## src/rtl/slc3_ctrl_seq.sv

```systemverilog
// -----------------------------------------------------------------------------
// slc3_ctrl_seq
// SLC-3 instruction sequencer / control decoder. A single FSM walks every
// instruction through FETCH -> MEMRD -> IRLD -> DECODE -> execute states and
// drives the datapath load, bus-gate and mux selects plus the BRAM Mem_OE and
// Mem_WE strobes.
//
// Memory wait states are produced by one shared read state (MEMRD) and one
// shared write state (MEMWR). Each is held for a parameterised number of
// cycles by the wait counter wcnt_r. A return tag (ret_r) tells MEMRD where to
// go once the read completes: IRLD, LDR_WB or IND_MAR.
//
// Parameters
//   RD_WAIT     cycles Mem_OE is held per read, LD.MDR on the last (1..15)
//   WR_WAIT     cycles Mem_WE+Mem_OE are held per write (1..15)
//   EN_INDIRECT 1: decode LDI/STI/LEA, 0: those opcodes behave as NOPs
//
// Ports
//   Clk        in   clock, rising edge
//   Reset      in   synchronous active-high reset
//   Run        in   leaves HALTED (ignored elsewhere)
//   Continue   in   PAUSE release handshake
//   Opcode     in   IR[15:12]
//   IR_5       in   imm5/register select for ADD/AND
//   IR_11      in   JSR(1)/JSRR(0) select
//   BEN        in   latched branch enable
//   LD         out  {LED,PC,REG,CC,BEN,IR,MDR,MAR} loads
//   GATE       out  {MARMUX,ALU,MDR,PC} bus drivers (one-hot or zero)
//   PCMUX      out  00 bus, 01 address adder, 10 PC+1
//   DRMUX      out  0 R7, 1 IR[11:9]
//   SR1MUX     out  0 IR[11:9], 1 IR[8:6]
//   SR2MUX     out  0 sext imm5, 1 SR2 register
//   ADDR1MUX   out  0 SR1, 1 PC
//   ADDR2MUX   out  00 off11, 01 off9, 10 off6, 11 zero
//   ALUK       out  00 ADD, 01 AND, 10 NOT, 11 PASS A
//   Mem_OE     out  BRAM enable
//   Mem_WE     out  BRAM write enable
// -----------------------------------------------------------------------------
module slc3_ctrl_seq #(
    parameter int RD_WAIT     = 3,
    parameter int WR_WAIT     = 3,
    parameter bit EN_INDIRECT = 1'b1
) (
    input  logic       Clk,
    input  logic       Reset,
    input  logic       Run,
    input  logic       Continue,
    input  logic [3:0] Opcode,
    input  logic       IR_5,
    input  logic       IR_11,
    input  logic       BEN,
    output logic [7:0] LD,
    output logic [3:0] GATE,
    output logic [1:0] PCMUX,
    output logic       DRMUX,
    output logic       SR1MUX,
    output logic       SR2MUX,
    output logic       ADDR1MUX,
    output logic [1:0] ADDR2MUX,
    output logic [1:0] ALUK,
    output logic       Mem_OE,
    output logic       Mem_WE
);

    // FSM state encoding
    localparam logic [4:0] S_HALTED   = 5'd0;
    localparam logic [4:0] S_FETCH    = 5'd1;
    localparam logic [4:0] S_MEMRD    = 5'd2;
    localparam logic [4:0] S_IRLD     = 5'd3;
    localparam logic [4:0] S_DECODE   = 5'd4;
    localparam logic [4:0] S_ADD      = 5'd5;
    localparam logic [4:0] S_AND      = 5'd6;
    localparam logic [4:0] S_NOT      = 5'd7;
    localparam logic [4:0] S_LDR      = 5'd8;
    localparam logic [4:0] S_LDR_WB   = 5'd9;
    localparam logic [4:0] S_STR      = 5'd10;
    localparam logic [4:0] S_ST_MDR   = 5'd11;
    localparam logic [4:0] S_MEMWR    = 5'd12;
    localparam logic [4:0] S_IND_ADDR = 5'd13;
    localparam logic [4:0] S_IND_MAR  = 5'd14;
    localparam logic [4:0] S_LEA      = 5'd15;
    localparam logic [4:0] S_JSR_R7   = 5'd16;
    localparam logic [4:0] S_JSR_PC   = 5'd17;
    localparam logic [4:0] S_JMP      = 5'd18;
    localparam logic [4:0] S_BR       = 5'd19;
    localparam logic [4:0] S_PAUSE1   = 5'd20;
    localparam logic [4:0] S_PAUSE2   = 5'd21;

    // Where MEMRD goes once the read completes
    localparam logic [1:0] RET_IR      = 2'd0;
    localparam logic [1:0] RET_LDR_WB  = 2'd1;
    localparam logic [1:0] RET_IND_MAR = 2'd2;

    // Opcodes
    localparam logic [3:0] OP_BR    = 4'b0000;
    localparam logic [3:0] OP_ADD   = 4'b0001;
    localparam logic [3:0] OP_JSR   = 4'b0100;
    localparam logic [3:0] OP_AND   = 4'b0101;
    localparam logic [3:0] OP_LDR   = 4'b0110;
    localparam logic [3:0] OP_STR   = 4'b0111;
    localparam logic [3:0] OP_NOT   = 4'b1001;
    localparam logic [3:0] OP_LDI   = 4'b1010;
    localparam logic [3:0] OP_STI   = 4'b1011;
    localparam logic [3:0] OP_JMP   = 4'b1100;
    localparam logic [3:0] OP_PAUSE = 4'b1101;
    localparam logic [3:0] OP_LEA   = 4'b1110;

    // LD / GATE bit masks
    localparam logic [7:0] LD_LED = 8'h80;
    localparam logic [7:0] LD_PC  = 8'h40;
    localparam logic [7:0] LD_REG = 8'h20;
    localparam logic [7:0] LD_CC  = 8'h10;
    localparam logic [7:0] LD_BEN = 8'h08;
    localparam logic [7:0] LD_IR  = 8'h04;
    localparam logic [7:0] LD_MDR = 8'h02;
    localparam logic [7:0] LD_MAR = 8'h01;

    localparam logic [3:0] G_MARMUX = 4'b1000;
    localparam logic [3:0] G_ALU    = 4'b0100;
    localparam logic [3:0] G_MDR    = 4'b0010;
    localparam logic [3:0] G_PC     = 4'b0001;

    // Last count value of each wait window
    localparam logic [3:0] RD_LAST = 4'(RD_WAIT - 1);
    localparam logic [3:0] WR_LAST = 4'(WR_WAIT - 1);

    logic [4:0] state_r;
    logic [4:0] state_nxt_s;
    logic [3:0] wcnt_r;
    logic [3:0] wcnt_nxt_s;
    logic [1:0] ret_r;
    logic [1:0] ret_nxt_s;

    // Next-state, wait-counter and return-tag logic
    always_comb begin
        state_nxt_s = state_r;
        wcnt_nxt_s  = 4'd0;
        ret_nxt_s   = ret_r;
        case (state_r)
            S_HALTED: begin
                if (Run) begin
                    state_nxt_s = S_FETCH;
                end else begin
                    state_nxt_s = S_HALTED;
                end
            end
            S_FETCH: begin
                state_nxt_s = S_MEMRD;
                ret_nxt_s   = RET_IR;
            end
            S_MEMRD: begin
                if (wcnt_r == RD_LAST) begin
                    case (ret_r)
                        RET_IR:      state_nxt_s = S_IRLD;
                        RET_LDR_WB:  state_nxt_s = S_LDR_WB;
                        RET_IND_MAR: state_nxt_s = S_IND_MAR;
                        default:     state_nxt_s = S_FETCH;
                    endcase
                end else begin
                    wcnt_nxt_s = wcnt_r + 4'd1;
                end
            end
            S_IRLD: state_nxt_s = S_DECODE;
            S_DECODE: begin
                case (Opcode)
                    OP_ADD:   state_nxt_s = S_ADD;
                    OP_AND:   state_nxt_s = S_AND;
                    OP_NOT:   state_nxt_s = S_NOT;
                    OP_LDR:   state_nxt_s = S_LDR;
                    OP_STR:   state_nxt_s = S_STR;
                    OP_JSR:   state_nxt_s = S_JSR_R7;
                    OP_JMP:   state_nxt_s = S_JMP;
                    OP_PAUSE: state_nxt_s = S_PAUSE1;
                    OP_BR:    state_nxt_s = BEN ? S_BR : S_FETCH;
                    OP_LDI:   state_nxt_s = EN_INDIRECT ? S_IND_ADDR : S_FETCH;
                    OP_STI:   state_nxt_s = EN_INDIRECT ? S_IND_ADDR : S_FETCH;
                    OP_LEA:   state_nxt_s = EN_INDIRECT ? S_LEA : S_FETCH;
                    default:  state_nxt_s = S_FETCH;
                endcase
            end
            S_LDR: begin
                state_nxt_s = S_MEMRD;
                ret_nxt_s   = RET_LDR_WB;
            end
            S_STR:    state_nxt_s = S_ST_MDR;
            S_ST_MDR: state_nxt_s = S_MEMWR;
            S_MEMWR: begin
                if (wcnt_r == WR_LAST) begin
                    state_nxt_s = S_FETCH;
                end else begin
                    wcnt_nxt_s = wcnt_r + 4'd1;
                end
            end
            S_IND_ADDR: begin
                state_nxt_s = S_MEMRD;
                ret_nxt_s   = RET_IND_MAR;
            end
            S_IND_MAR: begin
                // MAR now holds the pointer: STI writes through it, LDI reads it
                if (Opcode == OP_STI) begin
                    state_nxt_s = S_ST_MDR;
                end else begin
                    state_nxt_s = S_MEMRD;
                    ret_nxt_s   = RET_LDR_WB;
                end
            end
            S_JSR_R7: state_nxt_s = S_JSR_PC;
            S_PAUSE1: begin
                if (Continue) begin
                    state_nxt_s = S_PAUSE2;
                end else begin
                    state_nxt_s = S_PAUSE1;
                end
            end
            S_PAUSE2: begin
                if (!Continue) begin
                    state_nxt_s = S_FETCH;
                end else begin
                    state_nxt_s = S_PAUSE2;
                end
            end
            S_ADD, S_AND, S_NOT, S_LDR_WB, S_LEA, S_JSR_PC, S_JMP, S_BR:
                state_nxt_s = S_FETCH;
            default: state_nxt_s = S_HALTED;
        endcase
    end

    // State, wait counter and return tag registers; Reset wins over everything
    always_ff @(posedge Clk) begin
        if (Reset) begin
            state_r <= S_HALTED;
            wcnt_r  <= 4'd0;
            ret_r   <= RET_IR;
        end else begin
            state_r <= state_nxt_s;
            wcnt_r  <= wcnt_nxt_s;
            ret_r   <= ret_nxt_s;
        end
    end

    // Output decode from the registered state (IR_5 / IR_11 pass through live)
    always_comb begin
        LD       = 8'h00;
        GATE     = 4'h0;
        PCMUX    = 2'b10;
        DRMUX    = 1'b0;
        SR1MUX   = 1'b0;
        SR2MUX   = 1'b0;
        ADDR1MUX = 1'b0;
        ADDR2MUX = 2'b00;
        ALUK     = 2'b00;
        Mem_OE   = 1'b0;
        Mem_WE   = 1'b0;
        case (state_r)
            S_FETCH: begin
                GATE = G_PC;
                LD   = LD_MAR | LD_PC;
            end
            S_MEMRD: begin
                Mem_OE = 1'b1;
                LD     = (wcnt_r == RD_LAST) ? LD_MDR : 8'h00;
            end
            S_IRLD: begin
                GATE = G_MDR;
                LD   = LD_IR;
            end
            S_DECODE: LD = LD_BEN;
            S_ADD, S_AND, S_NOT: begin
                DRMUX  = 1'b1;
                SR1MUX = 1'b1;
                GATE   = G_ALU;
                LD     = LD_REG | LD_CC;
                if (state_r == S_ADD) begin
                    ALUK   = 2'b00;
                    SR2MUX = IR_5;
                end else if (state_r == S_AND) begin
                    ALUK   = 2'b01;
                    SR2MUX = IR_5;
                end else begin
                    ALUK   = 2'b10;
                    SR2MUX = 1'b0;
                end
            end
            S_LDR, S_STR: begin
                // Base register lives in IR[8:6]
                SR1MUX   = 1'b1;
                ADDR1MUX = 1'b0;
                ADDR2MUX = 2'b10;
                GATE     = G_MARMUX;
                LD       = LD_MAR;
            end
            S_LDR_WB: begin
                GATE  = G_MDR;
                DRMUX = 1'b1;
                LD    = LD_REG | LD_CC;
            end
            S_ST_MDR: begin
                SR1MUX = 1'b0;
                ALUK   = 2'b11;
                GATE   = G_ALU;
                LD     = LD_MDR;
            end
            S_MEMWR: begin
                Mem_OE = 1'b1;
                Mem_WE = 1'b1;
            end
            S_IND_ADDR: begin
                ADDR1MUX = 1'b1;
                ADDR2MUX = 2'b01;
                GATE     = G_MARMUX;
                LD       = LD_MAR;
            end
            S_IND_MAR: begin
                GATE = G_MDR;
                LD   = LD_MAR;
            end
            S_LEA: begin
                ADDR1MUX = 1'b1;
                ADDR2MUX = 2'b01;
                GATE     = G_MARMUX;
                DRMUX    = 1'b1;
                LD       = LD_REG;
            end
            S_JSR_R7: begin
                GATE  = G_PC;
                DRMUX = 1'b0;
                LD    = LD_REG;
            end
            S_JSR_PC: begin
                LD = LD_PC;
                if (IR_11) begin
                    ADDR1MUX = 1'b1;
                    ADDR2MUX = 2'b00;
                    PCMUX    = 2'b01;
                end else begin
                    SR1MUX = 1'b1;
                    ALUK   = 2'b11;
                    GATE   = G_ALU;
                    PCMUX  = 2'b00;
                end
            end
            S_JMP: begin
                SR1MUX = 1'b1;
                ALUK   = 2'b11;
                GATE   = G_ALU;
                PCMUX  = 2'b00;
                LD     = LD_PC;
            end
            S_BR: begin
                ADDR1MUX = 1'b1;
                ADDR2MUX = 2'b01;
                PCMUX    = 2'b01;
                LD       = LD_PC;
            end
            S_PAUSE1, S_PAUSE2: LD = LD_LED;
            default: LD = 8'h00;
        endcase
    end

endmodule

```

## config.mk

```make
export PLATFORM = sky130hd
export DESIGN_NAME = slc3_ctrl_seq
export DESIGN_NICKNAME = d
export VERILOG_FILES = /design/src/rtl/slc3_ctrl_seq.sv
export SDC_FILE = /design/constraint.sdc
export NUM_CORES = 1
export LEC_CHECK = 0
export CAP_MARGIN = 5
export CORE_MARGIN = 8
export CORE_UTILIZATION = 42
export CTS_BUF_LIST = sky130_fd_sc_hd__clkbuf_4
export CTS_CLUSTER_SIZE = 8
export DETAILED_ROUTE_END_ITERATION = 7
export GPL_ROUTABILITY_DRIVEN = 0
export PLACE_DENSITY = 0.74
export SETUP_SLACK_MARGIN = 0.05
export SLEW_MARGIN = 10
export SYNTH_ARGS = -nofsm -noshare
export SYNTH_HDL_FRONTEND = slang
export SYNTH_SLANG_ARGS = --single-unit
```

## constraint.sdc

```tcl
create_clock -name Clk -period 1.4 [get_ports Clk]
set_input_delay 0.14 -clock Clk [delete_from_list [all_inputs] [get_ports Clk]]
set_output_delay 0.14 -clock Clk [all_outputs]
set_load 0.1 [all_outputs]
```

==> results of run 1 <==
-- cells by family after synthesis --
kind of cell    share of synthesized area, %
compound gates                         29.15
xor+xnor                               3.989
fa+ha+maj                              5.698
flops                                  16.71
buf+inv                                9.592
simple gates                           34.85
-- metrics by stage --
step	util (%)	cell area [µm²]	setup TNS [ps]
3_5_place_dp	89.63	2714	-3945
3_3_place_gp	89.63	2714	-2606
2_1_floorplan	-	1753	-8800
==> reports/summary.txt, run 1 <==
==========================================================================
Post-synth cell types                                                   50
Number of input and output port buffers inserted                        34
Cell area after synthesis                                     0.001318 mm²
Result of the run                                             did not finish
Cell count after synthesis                                             190
Initial core utilization                                            43.51%
Cell taking the most area after synthesis                     sky130_fd_sc_hd__dfxtp_1
Root buffer cell                                              sky130_fd_sc_hd__clkbuf_4
Buffers inserted during post-CTS setup optimization                     19
Post-cts resize count                                                   70
Step where the flow halted                                         4_1_cts
H-tree levels                                                            1
Seq/Total Area, Yosys                                               16.71%
Top-count cell post-synth                                     sky130_fd_sc_hd__nor2_1
# clock sinks                                                           11
Area fraction of the dominant cell type after synthesis             16.71%
Most numerous cell types in the synthesized netlist           sky130_fd_sc_hd__nor2_1 (26), sky130_fd_sc_hd__nand2_1 (16), sky130_fd_sc_hd__a21oi_1 (13), sky130_fd_sc_hd__dfxtp_1 (11), sky130_fd_sc_hd__inv_1 (11)
Mean area per synthesized cell                                   6.934 µm²
Clock buffer count from CTS                                              3
Net count after synthesis                                              207
Max Root-Sink Buffers                                                    2
Die Y                                                             72.01 µm
Half-perimeter wire length of the detailed placement result        4883 µm
Hold-fix buffer count after cts                                          0
Warnings, synthesis                                                      0
Error message                                                 [ERROR DPL-0038] Utilization greater than 100%, impossible to legalize
Setup WS pre-CTS                                                 -368.4 ps
Row Count                                                               20
Number of storage elements in the synthesis netlist                     11
Fraction of registers with async set/reset                              0%
Ports placed on the boundary                                            35
Count of flip-flops with a built-in enable after synthesis               0
Number of instances in the placed design                               315
Die X-Extent                                                      72.01 µm
Most area-consuming cells after synthesis                     sky130_fd_sc_hd__dfxtp_1 (17%), sky130_fd_sc_hd__nor2_1 (7.4%), sky130_fd_sc_hd__ha_1 (5.7%), sky130_fd_sc_hd__a21oi_1 (4.9%), sky130_fd_sc_hd__nand2_1 (4.6%)
Post-synth top flop                                           sky130_fd_sc_hd__dfxtp_1
==========================================================================
==> run 2, diff against run 1 <==
--- a/config.mk
+++ b/config.mk
@@ -7,13 +7,10 @@
 export LEC_CHECK = 0
 export CAP_MARGIN = 5
 export CORE_MARGIN = 8
-export CORE_UTILIZATION = 42
-export CTS_BUF_LIST = sky130_fd_sc_hd__clkbuf_4
-export CTS_CLUSTER_SIZE = 8
+export CORE_UTILIZATION = 27
 export DETAILED_ROUTE_END_ITERATION = 7
 export GPL_ROUTABILITY_DRIVEN = 0
-export PLACE_DENSITY = 0.74
-export SETUP_SLACK_MARGIN = 0.05
+export PLACE_DENSITY_LB_ADDON = 0.15
 export SLEW_MARGIN = 10
 export SYNTH_ARGS = -nofsm -noshare
 export SYNTH_HDL_FRONTEND = slang
==> constraint.sdc (replaced) <==
create_clock -name Clk -period 1.8 [get_ports Clk]
set_input_delay 0.18 -clock Clk [delete_from_list [all_inputs] [get_ports Clk]]
set_output_delay 0.18 -clock Clk [all_outputs]
set_load 0.1 [all_outputs]
==> run 2 against run 1 <==
Compared with the run above:
- the run now ends clean
- synthesized cell count stayed put
- synthesized area unchanged
==> reports/summary.txt, run 2 <==
================================================================================
Via count of the first global-routing pass                                  1561
Register area                                                          236.5 µm²
Final global-route overflow total                                              0
Worst setup path endpoint                                                 SR1MUX
Min-Delay Startpoint                                                wcnt_r[0]$_SDFF_PP0_
Drt wl/cell                                                             15.20 µm
Worst voltage drop across the vdd grid                               0.0004556 V
Final period demand of the worst path                                    1781 ps
Number of storage elements in the synthesis netlist                           11
Setup repair after global routing missed its margin                         true
Total routing resource utilization after global routing                   12.93%
Final worst-path setup slack                                            18.96 ps
# clock sinks                                                                 11
Leading cell types in the layout, fill and taps excluded            sky130_fd_sc_hd__buf_4 (30), sky130_fd_sc_hd__buf_12 (28), sky130_fd_sc_hd__nor2_1 (19), sky130_fd_sc_hd__nand2_1 (14), sky130_fd_sc_hd__a21oi_1 (11)
Bufs and invs on worst path                                                    2
Root buffer cell                                                    sky130_fd_sc_hd__clkbuf_8
Cell taking the most area after synthesis                           sky130_fd_sc_hd__dfxtp_1
Layout overhead on the synthesized area                                   101.9%
Required time at the worst-slack endpoint                                1620 ps
Cell area after synthesis                                           0.001318 mm²
Total power draw                                                        2.609 mW
Half-perimeter wire length of the detailed placement result              3504 µm
Initial core utilization                                                  27.89%
Fraction of registers with async set/reset                                    0%
Number of setup violations in the final report                                 0
Area post-placement                                                 0.002330 mm²
Worst Reg2Reg Path Length in Cells                                             7
Die Y                                                                   85.86 µm
Clock-pin slew on the worst setup and hold paths                           50 ps
Kind of cell adding the most delay to the critical path             simple AND/OR/NAND/NOR gates
Vias after detailed routing                                                 1607
Count of flip-flops with a built-in enable after synthesis                     0
Row Count                                                                     25
Crit path top cell by count                                         sky130_fd_sc_hd__nor2_1
Top-count cell post-synth                                           sky130_fd_sc_hd__nor2_1
Leading cell type in the layout, fill and taps excluded             sky130_fd_sc_hd__buf_4
Cell count along the critical path                                             7
Post-synth cell types                                                         50
Worst Setup SP                                                      state_r[1]$_SDFFE_PP0P_
Net count after synthesis                                                    207
Register ranked first by flip-flop count                                 state_r
Largest registers in the final layout                               state_r x5, wcnt_r x4, ret_r x2
Max Root-Sink Buffers                                                          2
Classification of the worst-slack hold path                         flip-flop to flip-flop
Slowest library cell on the worst path                              sky130_fd_sc_hd__dfxtp_4
Floorplan die area                                                  0.007371 mm²
Fillers                                                                      417
Iter 0 DRT Violations                                                        153
Antenna violation net count after detailed routing                             0
Area fraction of the dominant cell type after synthesis                   16.71%
Share of the clock period used by the worst path                          98.95%
Most numerous cell types in the synthesized netlist                 sky130_fd_sc_hd__nor2_1 (26), sky130_fd_sc_hd__nand2_1 (16), sky130_fd_sc_hd__a21oi_1 (13), sky130_fd_sc_hd__dfxtp_1 (11), sky130_fd_sc_hd__inv_1 (11)
Startpoint-to-endpoint class of the critical path                   flip-flop to output pin
Number of instances in the placed design                                     300
Pin count of the biggest net entering global routing                          23
Flip-flop count of the largest register after layout                           5
Ports placed on the boundary                                                  35
Post-synth top flop                                                 sky130_fd_sc_hd__dfxtp_1
Die X-Extent                                                            85.86 µm
Number of max-slew violations in the final report                              0
Later-pin clock latency in the skew report                                240 ps
Leak                                                                    1.060 nW
Capturing element type of the critical path                           output pin
Clock buffer count from CTS                                                    3
Critical Path AT                                                         1600 ps
Startpoint of the lowest-slack register-to-register path            state_r[4]$_SDFFE_PP0P_
Wire length of the first global-routing pass                             7817 µm
Endpoint of the worst-slack reg-to-reg timing path                  state_r[1]$_SDFFE_PP0P_
Multi-input gate area in the final layout                           0.001236 mm²
Result of the run                                                   complete, no violations
Sequence of cells on the critical path                              buf_6 > nor2_4 > nor2_1 > a31oi_1 > nor2_1 > or2_4 > buf_12
H-tree levels                                                                  1
Slew of the pin with the lowest slew margin                             423.5 ps
Count of nets after finishing                                                273
Via density                                                                4.991
Largest clock skew in the final design                                  6.490 ps
Total core area                                                     0.004723 mm²
Hold-fix buffer count after cts                                                0
Number of input and output port buffers inserted                              34
Number of antenna violations at the first check in global routing              0
Mean area per synthesized cell                                         6.934 µm²
Router iterations before antenna repair                                        4
Relative slew slack                                                       71.37%
CTS tree                                                                    done
Warnings, synthesis                                                            0
Largest stage delay on the critical path                                  380 ps
Seq/Total Area, Yosys                                                     16.71%
Design area                                                         0.002660 mm²
Cell count after synthesis                                                   190
Setup slack, reg-to-reg                                                    90 ps
Layout Cells excl Fill                                                       322
Remaining design rule violation count                                          0
Highest clock rate                                                     561.5 MHz
Most area-consuming cells after synthesis                           sky130_fd_sc_hd__dfxtp_1 (17%), sky130_fd_sc_hd__nor2_1 (7.4%), sky130_fd_sc_hd__ha_1 (5.7%), sky130_fd_sc_hd__a21oi_1 (4.9%), sky130_fd_sc_hd__nand2_1 (4.6%)
Detailed-route wire length                                               4894 µm
Type of element launching the critical path                            flip-flop
Setup WS pre-CTS                                                        46.49 ps
Fraction of final layout cells sized beyond drive strength 1              46.27%
Max-cap violation count                                                        0
Number of antenna repair diodes                                                0
Critical-path maximum fanout                                                   7
Number of hold-slack violations in the final timing report                     0
Power density cells                                                 980.8 mW/mm²
================================================================================
[run 2: routing by layer]
metal	vias up	track usage, %	wire length, µm
met1	748	18.01	2367
met2	41	19.75	2255
li1	812	-	-
met4	0	2.389	53
met5	-	0	0
met3	6	2.865	217
[run 2: area by class of cell]
| type | instances | share of cell area [%] |
|---|---|---|
| repair buffers | 76 | 38.15 |
| flip-flops and latches | 11 | 8.890 |
| multi-input cells | 153 | 46.47 |
| inverters | 11 | 1.646 |
| clock buffers | 4 | 1.693 |
| well taps | 67 | 3.151 |
[run 2: worst min path at each step]
stage / endpoint / slack, ps / cells after the start
final: wcnt_r[0]$_SDFF_PP0_ / 460 / 1
after CTS: wcnt_r[0]$_SDFF_PP0_ / 470 / 1
after detailed placement: wcnt_r[0]$_SDFF_PP0_ / 450 / 1
after global routing: wcnt_r[0]$_SDFF_PP0_ / 480 / 1
after floorplan: ret_r[0]$_SDFFE_PP0P_ / 250 / 1
after global placement: wcnt_r[0]$_SDFF_PP0_ / 450 / 1
[run 2: logic make-up after synthesis]
kind of cell | count (synthesis) | share of synthesized area (%)
and+or+nand+nor | 84 | 34.85
DFF | 11 | 16.71
buffers and inverters | 26 | 9.592
AOI/OAI and AO/OA | 57 | 29.15
xor gates and xnor gates | 6 | 3.989
adders and majority gates | 6 | 5.698
[run 2: what timing repair did]
| action | 4_1_cts | 5_1_grt |
|---|---|---|
| setup buffers | 9 | 7 |
| resized for setup | 11 | 22 |
| pin swaps | 3 | 9 |
| gates cloned | 1 | 1 |
| setup endpoints to repair | 12 | 13 |
[run 2: power by group]
group / internal (mW) / switching [mW]
Sequential: 0.290 / 0.0764
Clock: 0.156 / 0.104
Combinational: 0.858 / 1.12
[run 2: stage by stage]
stage / hold slack (ps) / setup TNS [ps] / util (%)
after floorplan: 252.1 / -2242 / -
after global placement: 447.5 / 0 / 49.32
after detailed placement: 454.8 / 0 / 49.32
after CTS: 466.5 / 0 / 53.46
after global routing: 481.2 / -140.8 / 56.32
final: 460.4 / 0 / 56.32
(Power assumes the default switching activity.)
